--- src/rtl/assert_monitor.sv ---
// Clocked self-check collector: gathers NUM_CHECKS pass/fail strobes per cycle into
// sticky error flags, saturating counters and a first-failure capture.
module assert_monitor #(
  parameter int NUM_CHECKS   = 2,
  parameter int CNT_WIDTH    = 8,
  parameter bit STOP_ON_FAIL = 1'b0,
  localparam int ID_W        = (NUM_CHECKS > 1) ? $clog2(NUM_CHECKS) : 1
) (
  input  logic                  clk,
  input  logic                  rst_n,
  input  logic                  enable,
  input  logic                  clear,
  input  logic [NUM_CHECKS-1:0] chk_valid,
  input  logic [NUM_CHECKS-1:0] chk_pass,
  output logic                  error,
  output logic [NUM_CHECKS-1:0] fail_mask,
  output logic [CNT_WIDTH-1:0]  pass_count,
  output logic [CNT_WIDTH-1:0]  fail_count,
  output logic                  first_fail_valid,
  output logic [ID_W-1:0]       first_fail_id,
  output logic                  frozen
);

  // Sum width leaves room for a full-width increment so saturation is decided before any wrap.
  localparam int PC_W  = $clog2(NUM_CHECKS + 1);
  localparam int SUM_W = CNT_WIDTH + PC_W;
  localparam logic [CNT_WIDTH-1:0] CNT_MAX = '1;

  typedef enum logic [1:0] {IDLE, RUN, FROZEN} state_t;

  state_t                state;
  logic                  accept;
  logic [NUM_CHECKS-1:0] fail_vec;
  logic [NUM_CHECKS-1:0] pass_vec;
  logic [PC_W-1:0]       fail_pop;
  logic [PC_W-1:0]       pass_pop;
  logic [ID_W-1:0]       low_id;
  logic [SUM_W-1:0]      fail_sum;
  logic [SUM_W-1:0]      pass_sum;
  logic [CNT_WIDTH-1:0]  fail_next;
  logic [CNT_WIDTH-1:0]  pass_next;

  always_comb begin
    // NOTE: every combinational output gets a default first so no path can infer a latch.
    accept   = (state == RUN) && enable && !clear;
    fail_vec = '0;
    pass_vec = '0;
    fail_pop = '0;
    pass_pop = '0;
    low_id   = '0;
    if (accept) begin
      fail_vec = chk_valid & ~chk_pass;
      pass_vec = chk_valid & chk_pass;
    end
    // Scanning downward leaves the lowest failing index as the final assignment.
    for (int i = NUM_CHECKS - 1; i >= 0; i--) begin
      if (fail_vec[i]) low_id = ID_W'(i);
      fail_pop = fail_pop + PC_W'(fail_vec[i]);
      pass_pop = pass_pop + PC_W'(pass_vec[i]);
    end
    fail_sum  = SUM_W'(fail_count) + SUM_W'(fail_pop);
    pass_sum  = SUM_W'(pass_count) + SUM_W'(pass_pop);
    fail_next = (fail_sum > SUM_W'(CNT_MAX)) ? CNT_MAX : fail_sum[CNT_WIDTH-1:0];
    pass_next = (pass_sum > SUM_W'(CNT_MAX)) ? CNT_MAX : pass_sum[CNT_WIDTH-1:0];
  end

  always_ff @(posedge clk) begin
    // NOTE: sequential state uses non-blocking assignments so every register sees pre-edge values.
    if (!rst_n) begin
      state            <= IDLE;
      error            <= 1'b0;
      fail_mask        <= '0;
      pass_count       <= '0;
      fail_count       <= '0;
      first_fail_valid <= 1'b0;
      first_fail_id    <= '0;
      frozen           <= 1'b0;
    end else begin
      unique case (state)
        IDLE: begin
          if (enable) state <= RUN;
        end
        RUN: begin
          if (!enable) begin
            state <= IDLE;
          end else if (STOP_ON_FAIL && accept && (|fail_vec)) begin
            state  <= FROZEN;
            frozen <= 1'b1;
          end
        end
        FROZEN: begin
          if (clear) begin
            state  <= IDLE;
            frozen <= 1'b0;
          end
        end
        default: begin
          state  <= IDLE;
          frozen <= 1'b0;
        end
      endcase

      if (clear) begin
        error            <= 1'b0;
        fail_mask        <= '0;
        pass_count       <= '0;
        fail_count       <= '0;
        first_fail_valid <= 1'b0;
        first_fail_id    <= '0;
      end else if (accept) begin
        error      <= error | (|fail_vec);
        fail_mask  <= fail_mask | fail_vec;
        fail_count <= fail_next;
        pass_count <= pass_next;
        if (!first_fail_valid && (|fail_vec)) begin
          first_fail_valid <= 1'b1;
          first_fail_id    <= low_id;
        end
      end
    end
  end

endmodule

--- config.mk ---
export PLATFORM = sky130hd
export DESIGN_NAME = assert_monitor
export DESIGN_NICKNAME = d
export VERILOG_FILES = /design/src/rtl/assert_monitor.sv
export SDC_FILE = /design/constraint.sdc
export NUM_CORES = 1
export LEC_CHECK = 0
export CORE_AREA = 2 2 51 53
export CTS_CLUSTER_DIAMETER = 120
export DETAILED_ROUTE_END_ITERATION = 7
export DIE_AREA = 0 0 53 55
export PLACE_DENSITY = 0.78
export SYNTH_ARGS = -nofsm -noshare
export SYNTH_HDL_FRONTEND = slang
export SYNTH_SLANG_ARGS = --single-unit
--- constraint.sdc ---
create_clock -name clk -period 5.9 [get_ports clk]
set_input_delay 0.59 -clock clk [delete_from_list [all_inputs] [get_ports clk]]
set_output_delay 0.59 -clock clk [all_outputs]
set_load 0.1 [all_outputs]
== After elaboration in Yosys (flattened, before gate mapping) ==
Cells that the tools add are included.
Operators by class
  add/sub/neg operators: 4
  magnitude comparators: 2
  equal/unequal tests: 5
  multiplexer cells: 12
  bitwise gates (word level): 7
  reduce and logical (&&, ||, !) cells: 12
Operator list (number)
  adder 8 x 2 -> 9 bit: 2
  > comparator 9 x 8 -> 1 bit, second input constant: 2
  2-to-1 mux 8 bit: 2
  2-to-1 mux 2 bit: 5
  inequality test 2 bit, second input constant: 3
  case mux 2 bit (3 select lines): 1
  OR reduction 2 bit: 3
  adder 1 x 1 -> 2 bit: 2
  AND 2 bit: 2
  AND reduction 2 bit: 2
  logical AND 1 bit: 3
  2-to-1 mux 1 bit: 3
  AND reduction 3 bit: 1
  == test 2 x 1 -> 1 bit, second input constant: 1
  == test 2 bit, second input constant: 1
  logical NOT 1 bit: 2
  logical NOT 2 bit: 1
  NOT 1 bit: 2
  NOT 2 bit: 1
  OR 2 bit: 1
  case mux 1 bit (2 select lines): 1
  OR 1 bit: 1
Word-level totals
  flip-flop bits (word level): 24
  input bits: 8
  output and inout port bits: 22
  word-level logic and storage cells: 50

== Logic depth before layout (Yosys ltp) ==
  depth after elaboration: 8
  mapped depth: 10

== Least setup slack after synthesis ==
OpenSTA, ideal clock, no wires.
  path kind: in2reg
  start point: input enable
  end point: register pass_count[0]
  arrival time: 2644 ps
  data required time: 5825 ps
  setup slack: 3181 ps
  stages: 10
  cells stage by stage: ha_1 and2b_1 buf_4 nand3_1 fa_1 inv_1 ha_1 nand2_1 or3_1 a31oi_1
Between the ends
  cells in the longest elaborated chain, start to end: 7
Ends and longest elaborated chain
  from (decl): line 11  | input logic enable,
  logical AND 1 bit (*) (2 in series): line 45  | accept = (state == RUN) && enable && !clear;
  2-to-1 mux 2 bit: line 51  | if (accept) begin
  adder 1 x 1 -> 2 bit: line 59  | pass_pop = pass_pop + PC_W'(pass_vec[i]);
  adder 8 x 2 -> 9 bit: line 62  | pass_sum = SUM_W'(pass_count) + SUM_W'(pass_pop);
  > comparator 9 x 8 -> 1 bit: line 64  | pass_next = (pass_sum > SUM_W'(CNT_MAX)) ? CNT_MAX : pass_sum[CNT_WIDTH-1:0];
  2-to-1 mux 8 bit: line 64
  to (signal assigned): line 114  | pass_count <= pass_next;
  to (decl): line 17  | output logic [CNT_WIDTH-1:0] pass_count,
Mark *: on every way between the ends. The rest lies on a longest branch, timed or not.
A chain may end at the register's enable or synchronous reset.

== Worst setup path in the final report ==
  start point: input enable
  end point: register pass_count[4]
Same word-level chain as after synthesis.

==> out/results.txt <==
status = finished, final reports clean
Final Cell Area = 1440 um2
Die X = 53 um
slowest library cell on the worst path = fa_1
Clock Skews = 0.00636 ns
final setup vio count = 0
DP Worst Slack = 2.36 ns
Comb pwr share = 18.9%
top cells by area, synth = dfxtp_1, nand3_1, fa_1
Synthesized Nets = 136
Period minus WS final = 3.26 ns
peak supply drop = 0.122 mV
clock share of power = 24.3%
Worst setup EP type = flop
Setup Crit Path Kind = in -> reg
critical path required time = 6.07 ns
Cells after DPL = 177
Post-Syn Instances = 123
final WL = 2670 um
final non-filler cell total = 180
RSZ-0062 raised after global routing = false
fmax = 307 MHz
Worst setup startpoint = enable
Initial Utilization = 47.6%
most frequent cells in the layout = clkdlybuf4s50_1, dfxtp_1, nand3_1
reported max-cap violation count = 0
Layout area overhead = 28.2%
clk_lat worst skew = 0.30 ns
routed via count = 1070
Cell Pwr Density = 191 nW/um2
Final WS setup = 2.64 ns
leading area contributor after synthesis = dfxtp_1
largest net degree at the start of global routing = 16
final net count = 165
CP max stage delay = 0.52 ns
Hold Path Class = reg -> reg
reg2reg start = state[0]
leading cell type in the layout, fill and taps excluded = clkdlybuf4s50_1
Post-DP Area = 1420 um2
clock buffer depth = 2
cell family with most CP delay = simple AND/OR/NAND/NOR gates
top-area cell type share of the netlist area = 39.1%
Max FO, Critical Path = 15
die area = 2920 um2
routed length per instance = 14.8 um
Final Hold Fails = 0
gpl congestion = 0.895
Rel. slew slack = 34.2%
HPWL Detailed = 1970 um
sw power = 0.0815 mW
First DRT Iteration DRCs = 36
worst slew pin tran = 0.984 ns
vias per inst = 5.94
H-tree level count = 1
sw frac = 29.5%
post_cts resized = 0
number of clock sinks = 22
# rows = 18
antenna viol nets, final = 0
Post-Syn Area per Cell = 9.16 um2
max-slew violation count = 0
Residual DRC = 0
Netlist cell types = 39
TritonCTS Buffers = 3
GRT Util Overall = 20.1%
Initial DRT Pass Iterations = 4
initial antenna violation count = 0
CP Cell Sequence = clkdlybuf4s50_1 -> ha_1 -> and2b_1 -> nand3_1 -> fa_1 -> inv_1 -> ha_1 -> and4b_1 -> and4_1 -> nor3_1
CTS root buf = clkbuf_4
number of I/O pins = 30
cts hold-fix bufs = 0
Setup Buffers After CTS = 0
Max Used Layer = met3
setup TNS = 0 ns
Reg clk slew, reported paths = 0.11 ns
first-pass GRT wire length = 4420 um
Seq/Total Area, Yosys = 39.1%
Internal = 0.195 mW
Buf/Inv on CP = 2
HP Start = error
vias in the first global route = 1016
layout cell share with drive strength beyond 1 = 2.67%
I/O Buffers = 28
crit path DAT = 3.43 ns
Sequential Power Share = 56.7%
Leak = 0.511 nW
Crit path top cell by count = ha_1
CTS tree = done
core area = 2360 um2
FF+latch count, synth = 22
CP startpoint kind = primary input
met3 WL = 155 um
Syn. warnings = 0
Fillers = 212
die extent in y = 55 um
mapped cell area = 1130 um2
final core occ = 61.1%
wire length on met2 = 1300 um
global route overflow = 0
# diodes = 0
period utilization = 55.2%
Post-Route M1 WL = 1210 um
final timing paths:
kind                   endpoint  slack, ns  cells past startpoint
setup / recovery  pass_count[4]       2.64                     10
hold / removal            error       0.45                      2
setup reg to reg  pass_count[4]       3.02                      9
hold reg to reg           error       0.45                      2
cells in the mapped netlist:
| library cell | instances |
|---|---|
| a211oi_1 | 3 |
| a21oi_1 | 6 |
| a311o_1 | 1 |
| a311oi_1 | 1 |
| a31oi_1 | 6 |
| and2_1 | 5 |
| and2b_1 | 1 |
| and3_1 | 3 |
| and4_1 | 1 |
| and4b_1 | 3 |
| buf_4 | 2 |
| clkbuf_1 | 2 |
| conb_1 | 1 |
| dfxtp_1 | 22 |
| fa_1 | 2 |
| ha_1 | 3 |
| inv_1 | 6 |
| mux2i_1 | 2 |
| nand2_1 | 5 |
| nand2b_1 | 2 |
| nand3_1 | 10 |
| nand4_1 | 3 |
| nand4b_1 | 1 |
| nand4b_2 | 1 |
| nor2_1 | 1 |
| nor2b_1 | 3 |
| nor3_1 | 2 |
| nor4b_1 | 1 |
| o211ai_1 | 3 |
| o21a_1 | 3 |
| o21ai_0 | 3 |
| o21ai_1 | 3 |
| o21bai_1 | 1 |
| o311a_1 | 2 |
| o31ai_1 | 1 |
| o41ai_1 | 1 |
| or3_1 | 3 |
| or4_1 | 3 |
| xor2_1 | 1 |
metrics by stage:
step	hold slack (ns)	power, mW
after floorplan	0.567	0.199
after global placement	0.435	0.211
after detailed placement	0.444	0.212
after CTS	0.461	0.279
after global routing	0.489	0.288
final	0.454	0.276
worst min-delay path: stages, from the launching register on:
cell     delay [ns]
dfxtp_1        0.33
inv_1          0.05
a21oi_1        0.05
sequential cells by signal (all words and copies together) (netlist names):
| signal | flops |
|---|---|
| fail_mask | 2 |
| state | 1 |
| first_fail_id | 1 |
| first_fail_valid | 1 |
| error | 1 |
| pass_count | 8 |
| fail_count | 8 |
layout make-up:
cell class | count | area, um2 | share of cell area (%)
Tap cell | 30 | 37.5 | 2.60
Inverter | 6 | 22.5 | 1.56
Sequential cell | 22 | 440 | 30.5
Timing Repair Buffer | 28 | 280 | 19.4
Multi-Input combinational cell | 91 | 641 | 44.4
Clock buffer | 3 | 22.5 | 1.56
power by group through the flow:
stage | registers (mW) | logic [mW] | clock network, mW
final | 0.157 | 0.0524 | 0.0673
after global routing | 0.157 | 0.0571 | 0.0735
after CTS | 0.157 | 0.0528 | 0.0699
after detailed placement | 0.160 | 0.0524 | 0
after global placement | 0.160 | 0.0514 | 0
after floorplan | 0.173 | 0.0264 | 0
metal layers:
layer | vias up | global-route usage [%]
met1 | 505 | 27.2
met5 | - | 0
met4 | 0 | 5.98
met2 | 41 | 34.6
li1 | 524 | -
met3 | 0 | 1.61
logic make-up (layout without fill, tap and decap cells):
| group | after synthesis | in the layout | share of synthesized area, % |
|---|---|---|---|
| compound gates | 34 | 34 | 20.2 |
| xor+xnor | 1 | 1 | 0.778 |
| fa+ha+maj | 5 | 5 | 6.89 |
| buf+inv | 10 | 37 | 4.00 |
| flops | 22 | 22 | 39.1 |
| mux | 2 | 2 | 1.78 |
| other cells | 1 | 1 | 0.333 |
| simple gates | 48 | 48 | 26.9 |
No activity file was read; power rests on OpenSTA's default activity.
